## src/rtl/gpu_ctrl_pkg.sv

```systemverilog
// Shared types and encodings for the Filter-GPU multicycle control unit:
// FSM state enum, opcode constants and datapath mux select encodings.
package gpu_ctrl_pkg;

    typedef enum logic [3:0] {
        FETCH  = 4'd0,
        DECODE = 4'd1,
        EXER   = 4'd2,
        EXEI   = 4'd3,
        ALUWB  = 4'd4,
        MEMADR = 4'd5,
        MEMRD  = 4'd6,
        MEMWB  = 4'd7,
        MEMWR  = 4'd8,
        BRANCH = 4'd9
    } state_t;

    // Opcodes as delivered by the instruction register
    localparam logic [1:0] OP_DP   = 2'b00;
    localparam logic [1:0] OP_MEM  = 2'b01;
    localparam logic [1:0] OP_BR   = 2'b10;
    localparam logic [1:0] OP_VMEM = 2'b11;

    // ALU operand B select
    localparam logic [1:0] SRCB_REG  = 2'b00;
    localparam logic [1:0] SRCB_IMM  = 2'b01;
    localparam logic [1:0] SRCB_FOUR = 2'b10;

    // Writeback result select
    localparam logic [1:0] RES_ALUOUT   = 2'b00;
    localparam logic [1:0] RES_READDATA = 2'b01;
    localparam logic [1:0] RES_ALU      = 2'b10;

    // Immediate extension format
    localparam logic [1:0] IMM_8  = 2'b00;
    localparam logic [1:0] IMM_12 = 2'b01;
    localparam logic [1:0] IMM_24 = 2'b10;

    // True for the vector load/store opcode, which iterates over lanes
    function automatic logic isVectorOp(input logic [1:0] op);
        return op == OP_VMEM;
    endfunction

endpackage

```

## src/rtl/mc_lane_counter.sv

```systemverilog
// SIMD lane index for vector load/store. Cleared by reset or at the end of
// a vector instruction, incremented after each completed lane access.
module mc_lane_counter
    import gpu_ctrl_pkg::*;
#(
    parameter int LANES  = 4,
    parameter int LANE_W = (LANES > 1) ? $clog2(LANES) : 1
) (
    input  logic              clk,
    input  logic              rst,
    input  logic              clear,
    input  logic              inc,
    output logic [LANE_W-1:0] lane,
    output logic              isLast
);

    logic [LANE_W-1:0] laneReg;

    // Lane register: clear has priority so an aborted vector op restarts at lane 0
    always_ff @(posedge clk) begin
        if (rst || clear) begin
            laneReg <= '0;
        end else if (inc) begin
            laneReg <= laneReg + LANE_W'(1);
        end
    end

    assign lane   = laneReg;
    assign isLast = (laneReg == LANE_W'(LANES - 1));

endmodule

```

## src/rtl/mc_main_fsm.sv

```systemverilog
// Multicycle main decoder for the Filter-GPU control unit. Sequences
// fetch/decode/execute/memory/writeback and iterates vector load/store
// over LANES lanes. Optional macro MC_MEM_WAIT_EN: when defined, memory
// states wait on mem_ready; when undefined, mem_ready is ignored and every
// memory state takes exactly one cycle.
module mc_main_fsm
    import gpu_ctrl_pkg::*;
#(
    parameter int LANES  = 4,
    parameter int LANE_W = (LANES > 1) ? $clog2(LANES) : 1
) (
    input  logic              clk,
    input  logic              rst,
    input  logic [1:0]        Op,
    input  logic [5:0]        Funct,
    input  logic              cond_pass,
    input  logic              mem_ready,
    output logic              PCWrite,
    output logic              AdrSrc,
    output logic              IRWrite,
    output logic              MemW,
    output logic              RegW,
    output logic [1:0]        ResultSrc,
    output logic              ALUSrcA,
    output logic [1:0]        ALUSrcB,
    output logic [1:0]        ImmSrc,
    output logic [1:0]        RegSrc,
    output logic              ALUOp,
    output logic              Branch,
    output logic [LANE_W-1:0] lane,
    output logic              retire
);

    state_t            stateReg;
    logic              memReady;
    logic [LANE_W-1:0] laneCount;
    logic              laneLast;
    logic              laneDone;
    logic              continueVec;
    logic              laneInc;
    logic              laneClr;
    logic              unusedBits;

`ifdef MC_MEM_WAIT_EN
    assign memReady   = mem_ready;
    assign unusedBits = ^Funct[4:1];
`else
    // Memory always completes in one cycle; the port stays for compatibility
    assign memReady   = 1'b1;
    assign unusedBits = ^{Funct[4:1], mem_ready};
`endif

    // A lane access finishes on leaving MEMWB, or MEMWR once memory accepts the write
    assign laneDone    = (stateReg == MEMWB) || ((stateReg == MEMWR) && memReady);
    // Vector ops loop back to MEMADR until the last lane has been served
    assign continueVec = isVectorOp(Op) && !laneLast;
    assign laneInc     = !rst && laneDone && continueVec;
    assign laneClr     = !rst && laneDone && isVectorOp(Op) && laneLast;

    mc_lane_counter #(
        .LANES  (LANES),
        .LANE_W (LANE_W)
    ) u_lane (
        .clk    (clk),
        .rst    (rst),
        .clear  (laneClr),
        .inc    (laneInc),
        .lane   (laneCount),
        .isLast (laneLast)
    );

    // State register and transitions; unencoded states fall back to FETCH
    always_ff @(posedge clk) begin
        if (rst) begin
            stateReg <= FETCH;
        end else begin
            case (stateReg)
                FETCH:  if (memReady) stateReg <= DECODE;
                DECODE: begin
                    if (!cond_pass) begin
                        stateReg <= FETCH;
                    end else begin
                        case (Op)
                            OP_DP:          stateReg <= Funct[5] ? EXEI : EXER;
                            OP_MEM,
                            OP_VMEM:        stateReg <= MEMADR;
                            default:        stateReg <= BRANCH;
                        endcase
                    end
                end
                EXER:   stateReg <= ALUWB;
                EXEI:   stateReg <= ALUWB;
                ALUWB:  stateReg <= FETCH;
                MEMADR: stateReg <= Funct[0] ? MEMRD : MEMWR;
                MEMRD:  if (memReady) stateReg <= MEMWB;
                MEMWB:  stateReg <= continueVec ? MEMADR : FETCH;
                MEMWR:  if (memReady) stateReg <= continueVec ? MEMADR : FETCH;
                BRANCH: stateReg <= FETCH;
                default: stateReg <= FETCH;
            endcase
        end
    end

    // Output decode from the state register; everything forced low during reset
    always_comb begin
        PCWrite   = 1'b0;
        AdrSrc    = 1'b0;
        IRWrite   = 1'b0;
        MemW      = 1'b0;
        RegW      = 1'b0;
        ResultSrc = RES_ALUOUT;
        ALUSrcA   = 1'b0;
        ALUSrcB   = SRCB_REG;
        ImmSrc    = IMM_8;
        RegSrc    = 2'b00;
        ALUOp     = 1'b0;
        Branch    = 1'b0;
        retire    = 1'b0;
        lane      = '0;
        if (!rst) begin
            lane = laneCount;
            case (stateReg)
                FETCH: begin
                    ALUSrcA   = 1'b1;
                    ALUSrcB   = SRCB_FOUR;
                    ResultSrc = RES_ALU;
                    IRWrite   = memReady;
                    PCWrite   = memReady;
                end
                DECODE: begin
                    ALUSrcA   = 1'b1;
                    ALUSrcB   = SRCB_FOUR;
                    ResultSrc = RES_ALU;
                    retire    = !cond_pass;
                end
                EXER: begin
                    ALUSrcB = SRCB_REG;
                    ALUOp   = 1'b1;
                end
                EXEI: begin
                    ALUSrcB = SRCB_IMM;
                    ImmSrc  = IMM_8;
                    ALUOp   = 1'b1;
                end
                ALUWB: begin
                    RegW      = 1'b1;
                    ResultSrc = RES_ALUOUT;
                    retire    = 1'b1;
                end
                MEMADR: begin
                    ALUSrcB = SRCB_IMM;
                    ImmSrc  = IMM_12;
                    RegSrc  = {~Funct[0], 1'b0};
                end
                MEMRD: begin
                    AdrSrc = 1'b1;
                end
                MEMWB: begin
                    ResultSrc = RES_READDATA;
                    RegW      = 1'b1;
                    retire    = !continueVec;
                end
                MEMWR: begin
                    AdrSrc = 1'b1;
                    RegSrc = 2'b10;
                    MemW   = 1'b1;
                    retire = memReady && !continueVec;
                end
                BRANCH: begin
                    ALUSrcB   = SRCB_IMM;
                    ImmSrc    = IMM_24;
                    ResultSrc = RES_ALU;
                    RegSrc    = 2'b01;
                    Branch    = 1'b1;
                    PCWrite   = 1'b1;
                    retire    = 1'b1;
                end
                default: begin
                    lane = laneCount;
                end
            endcase
        end
    end

endmodule
```

## config.mk

```make
export PLATFORM = sky130hd
export DESIGN_NAME = mc_main_fsm
export DESIGN_NICKNAME = d
export VERILOG_FILES = /design/src/rtl/gpu_ctrl_pkg.sv /design/src/rtl/mc_lane_counter.sv /design/src/rtl/mc_main_fsm.sv
export SDC_FILE = /design/constraint.sdc
export NUM_CORES = 1
export LEC_CHECK = 0
export CAP_MARGIN = 40
export CORE_MARGIN = 2
export CORE_UTILIZATION = 38
export DETAILED_ROUTE_END_ITERATION = 10
export PLACE_DENSITY = 0.81
export SLEW_MARGIN = 20
export SYNTH_ARGS = -nofsm -noshare
export SYNTH_HDL_FRONTEND = slang
export SYNTH_SLANG_ARGS = --single-unit
```

## constraint.sdc

```tcl
create_clock -name clk -period 1.9 [get_ports clk]
set_input_delay 0.285 -clock clk [delete_from_list [all_inputs] [get_ports clk]]
set_output_delay 0.285 -clock clk [all_outputs]
set_load 0.02 [all_outputs]
```

# Word-level counts from Yosys, hierarchy flattened

Index checks and enable logic that the tools add are counted.

Output and inout port bits: 19
Bits in registers: 6
Logic and storage cells: 72
Input port bits: 12

Reductions and logical operators: 23
Bitwise logic cells: 1
Mux-type cells: 33
Add/subtract/negate cells: 1
Equal/unequal tests: 12

Operators with widths:

| cell                                                             | number |
|---|---|
| 4-bit one-hot mux with 6 select lines                            | 1 |
| 1-bit 2-to-1 mux                                                 | 18 |
| 4-bit by 3-bit == test with 1-bit output (second input constant) | 4 |
| 2-bit OR reduction                                               | 8 |
| 2-bit one-hot mux with 2 select lines                            | 3 |
| 2-bit 2-to-1 mux                                                 | 5 |
| 4-bit by 2-bit == test with 1-bit output (second input constant) | 2 |
| 4-bit == test (second input constant)                            | 2 |
| 4-bit 2-to-1 mux                                                 | 2 |
| 4-bit one-hot mux with 2 select lines                            | 1 |
| 2-bit one-hot mux with 3 select lines                            | 1 |
| 3-bit OR reduction                                               | 2 |
| 1-bit logical AND                                                | 5 |
| 2-bit == test (second input constant)                            | 2 |
| 4-bit by 1-bit == test with 1-bit output (second input constant) | 1 |
| 1-bit logical NOT                                                | 4 |
| 4-bit logical NOT                                                | 1 |
| 3-bit 2-to-1 mux                                                 | 1 |
| 1-bit one-hot mux with 3 select lines                            | 1 |
| 2-bit by 1-bit adder with 2-bit output (second input constant)   | 1 |
| 2-bit by 1-bit == test with 1-bit output (second input constant) | 1 |
| 2-bit logical NOT                                                | 1 |
| 1-bit logical OR                                                 | 2 |
| 1-bit NOT                                                        | 1 |

# Longest topological paths before layout

Depth after elaboration: 6
Depth in mapped cells: 6
Gate-level depth less buffers: 4

# By module

Synthesis repeated with hierarchy kept, for this count alone.

Cell total of the unflattened synthesis: 88
Area, all modules: 698.2 µm²

Modules (own cells, without submodules):

| module          | area an instance (µm²) | times used | seq. area each (µm²) | cells each |
|---|---|---|---|---|
| mc_main_fsm     | 606.8                  | 1          | 80.1                 | 81 |
| mc_lane_counter | 91.3                   | 1          | 40.0                 | 7 |

# Least setup slack after synthesis

Ideal clock, no wire load.

Path type: reg2out
From: reg stateReg[2]
To: out PCWrite
Path buffers: 1
Stages on the path, launching flop included: 5
Path slack: 0.027 ns
Arrival: 1.588 ns
Required time: 1.615 ns
Path through: dfxtp_1 -> buf_2 -> nand2b_1 -> nor3_1 -> or2_2

Longest elaborated chain between the ends: 4
Elaborated cells between the ends (all ways): 5
Those cells by class: eq/ne (1); mux (2); reduce/logical (2)

Ends and longest elaborated chain:

| what                                                      | RTL line           | RTL |
|---|---|---|
| start: declaration                                        | mc_main_fsm.sv:34  | `state_t stateReg;` |
| start signal: assignment                                  | mc_main_fsm.sv:84  | `OP_DP: stateReg <= Funct[5] ? EXEI : EXER;` |
| start signal: assignment                                  | mc_main_fsm.sv:94  | `MEMADR: stateReg <= Funct[0] ? MEMRD : MEMWR;` |
| start signal: assignment                                  | mc_main_fsm.sv:96  | `MEMWB: stateReg <= continueVec ? MEMADR : FETCH;` |
| 4-bit == test / 4-bit logical NOT (equally long branches) | mc_main_fsm.sv:122 | `case (stateReg)` |
| 2-bit OR reduction (no source line) *                     | --                 |  |
| 1-bit 2-to-1 mux *                                        | mc_main_fsm.sv:122 |  |
| 1-bit 2-to-1 mux *                                        | mc_main_fsm.sv:120 | `if (!rst) begin` |
| end: declaration                                          | mc_main_fsm.sv:18  | `output logic PCWrite,` |

Every way passes the cells marked *; elsewhere a longest branch is shown, timed or not.

# Final worst setup path

From: reg stateReg[1]
To: out retire

Longest elaborated chain between the ends: 4
Elaborated cells between the ends (all ways): 9
Those cells by class: eq/ne (5); mux (2); reduce/logical (2)

Ends and longest elaborated chain:

| what                                                                             | RTL line           | RTL |
|---|---|---|
| 4-bit == test / 4-bit by 3-bit == test with 1-bit output (equally long branches) | mc_main_fsm.sv:122 |  |
| 2-bit OR reduction (no source line)                                              | --                 |  |
| 1-bit one-hot mux with 3 select lines *                                          | mc_main_fsm.sv:122 |  |
| 1-bit 2-to-1 mux *                                                               | mc_main_fsm.sv:120 |  |
| end: declaration                                                                 | mc_main_fsm.sv:31  | `output logic retire` |

Marks and branches as above.

==> flow_summary.toml <==
[placement]
dp_slack_ns = -0.283
hpwl_microns = 1350
io_buffer_count = 25
gp_congestion = 0.807

[pwr]
p_leak_nw = 0.513
finalPower_w = 0.000456
peakVddDrop_mv = 0.363
p_per_area_nw_per_um2 = 434

[floorplanning]
rows = 14
coreArea_sq_um = 1490
floorplan.die_area_sq_um = 1910
pin_count = 31
die-height_microns = 43.7
start_util_pct = 40.3
die_x_microns = 43.7

[hold_path]
hold_depth = 2
hold_class = "register to register"
min_to = "u_lane.lane[1]$_SDFFE_PP0P_"
hold_start = "u_lane.lane[1]$_SDFFE_PP0P_"

[clock_tree]
clk_path_buf_depth = 2
clock_sinks = 6
clock_latency_ns = 0.24
htree_num_levels = 1
cts_made_buffers = 3
clk_pin_slew_worst_paths_ns = 0.04
cts_tree = "done"
clockRootBuffer = "clkbuf_4"

[routing]
routed_wl_microns = 1740
route.detailed.drc = 0
post_drt_via_cell_ratio = 5.23
drtIter0Drc = 3
wl_per_cell_microns = 11.7
firstDrtPassIters = 4
via_count = 780
ant_nets = 0

[worst_setup_path]
required_ns = 1.62
crit_path_max_fanout = 2
timing.rr.end = "stateReg[0]$_SDFF_PP0_"
reg2reg_depth = 5
r2r_start = "stateReg[2]$_SDFF_PP0_"
r2r_setup_slack_ns = 0.30
worstSetupPathType = "register to output port"
arrival_ns = 1.54
endpoint_kind = "output port"
critPathLaunchType = "register"

[timing]
slew_viol_final = 0
clock_skew_ns = 0.00296
hold_violations = 0
finalSetupViolCount = 0
fin_ws_ns = 0.0777
tightest_slew_ns = 0.493
post-route-period-util_pct = 95.9
max_freq_mhz = 549
maxSlewHeadroom_pct = 66.9
setup_tns_ns = 0
min_period_ns = 1.82

[grt]
grt_max_degree = 16
grt_pass1_wl_microns = 2790
overflow = 0
grt_pass1_vias = 716
grt_use_total_pct = 19.1
antenna_found_initial = 0

[finish]
register_area_sq_um = 121
multi_input_area_sq_um = 430
n_antenna_cell = 0
nNetsFinal = 148
areaGrowthSynthToFinish_pct = 75.4
fill_cells = 119
drive_above_1_share_pct = 44.4

[yosys]
yosys.area.top_type = "dfxtp_1"
synth_seq_cells = 6
netlist.area_leader.share_pct = 20.0
syn_avg_cell_area_sq_um = 7.22
synth_area_leaders = "dfxtp_1, nor3_1, nor2_1"
yosysUniqueCellTypes = 36
synthCells = 83
yosysWarnings = 0
ys_seq_area_share_pct = 20.0
syn_nets = 96
syn_area_sq_um = 599

[outcome]
outcome = "finished, final reports clean"

[flow_run]
drv_cap = 0
==> flip-flops by register name, indices dropped and copies added, names as in the netlist <==
register	count
u_lane.lane	2
stateReg	4
==> cells in the mapped netlist <==
library cell and count:
clkbuf_1 4, mux2i_1 1, nor4_1 1, or2_2 3, o211ai_1 1, nor2b_1 4, ha_1 1, a21oi_1 4
o21ai_0 1, a2bb2oi_1 1, and4_1 1, or3_1 1, nand4b_1 1, or4b_4 1, nand2b_2 1, nor2_1 8
nand2_1 6, buf_6 1, a32oi_1 1, xor2_1 1, buf_4 3, a21oi_4 1, nand2b_1 4, a31oi_1 3
o31ai_1 1, dfxtp_1 6, o211a_1 1, or2_1 1, buf_2 1, inv_1 4, nand3b_1 2, nor3_1 9
nor3b_1 1, mux2_2 1, a311o_1 1, o21bai_1 1
==> what timing repair did <==
action,CTS,global route
setup buffers,1,4
gates resized for setup,40,19
endpoints found under the setup margin,19,14
hold buffers,0,0
pin swaps,1,1
==> logic make-up (layout without fill, tap and decap cells) <==
family	after synthesis	count (layout)	synth area share, %
and+or+nand+nor	44	44	41.3
AOI/OAI and AO/OA	16	16	20.0
buffers and inverters	13	63	11.5
DFF	6	6	20.0
muxes	2	2	3.55
adders and majority gates	1	1	2.09
xor gates and xnor gates	1	1	1.46
==> routing by layer <==
metal | wire length [microns] | vias up | share of wire (%) | global-route usage, %
li1 | - | 391 | - | -
met1 | 746 | 361 | 43 | 21.8
met2 | 885 | 23 | 51 | 35.3
met3 | 76 | 5 | 4.4 | 1.25
met4 | 29 | 0 | 1.7 | 9.09
met5 | 0 | - | 0 | 0
==> stage by stage <==
step	cells	util (%)	area [sq um]	hold WS [ns]
5_1_grt	149	70.6	1050	0.538
3_5_place_dp	141	67.9	1010	0.479
6_report	149	70.6	1050	0.487
2_1_floorplan	83	-	599	0.435
4_1_cts	145	69.8	1040	0.487
3_3_place_gp	141	67.9	1010	0.471
==> area by class of cell <==
type / count / area share, %
repair buffers: 56 / 42.0
multi-input cells: 64 / 41.0
flip-flops and latches: 6 / 11.5
clock buffers: 3 / 2.14
well taps: 16 / 1.90
inverters: 4 / 1.43
==> layout by cell type (no fill, tap or decap), types with 2 or more instances in the layout <==
cell / synthesis / routed
a21oi_1: 4 / 4
a31oi_1: 3 / 3
buf_2: 1 / 3
buf_4: 3 / 29
buf_6: 1 / 2
clkbuf_2: 0 / 6
clkbuf_4: 0 / 3
clkdlybuf4s15_2: 0 / 3
clkdlybuf4s50_1: 0 / 6
dfxtp_1: 6 / 5
dlygate4sd2_1: 0 / 6
inv_1: 4 / 4
nand2_1: 6 / 6
nand2b_1: 4 / 3
nand2b_2: 1 / 2
nand3b_1: 2 / 2
nor2_1: 8 / 8
nor2b_1: 4 / 4
nor3_1: 9 / 6
nor3_2: 0 / 3
or2_2: 3 / 3
==> critical path: stages, from the launching register on <==
cell and delay (ns):
dfxtp_1 0.32, or4b_4 0.54, nand2_1 0.07, o21ai_0 0.08, a21oi_1 0.12, buf_2 0.17
==> power by group <==
part | switching (W) | total, W | internal [W]
Combinational | 0.000101 | 0.000202 | 0.000101
Clock | 0.0000451 | 0.000117 | 0.0000714
Sequential | 0.00000514 | 0.000138 | 0.000133
Total | 0.000151 | 0.000456 | 0.000305
==> worst max-delay path by stage <==
stage | slack [ns] | from | endpoint
floorplan | 0.03 | stateReg[2]$_SDFF_PP0_ | PCWrite
global placement | -0.27 | rst | PCWrite
detailed placement | -0.28 | rst | ALUSrcB[1]
CTS | -0.02 | stateReg[2]$_SDFF_PP0_ | PCWrite
global route | -0.007 | stateReg[0]$_SDFF_PP0_ | RegSrc[0]
finish | 0.08 | stateReg[1]$_SDFF_PP0_ | retire
No activity file was read; power rests on OpenSTA's default activity.
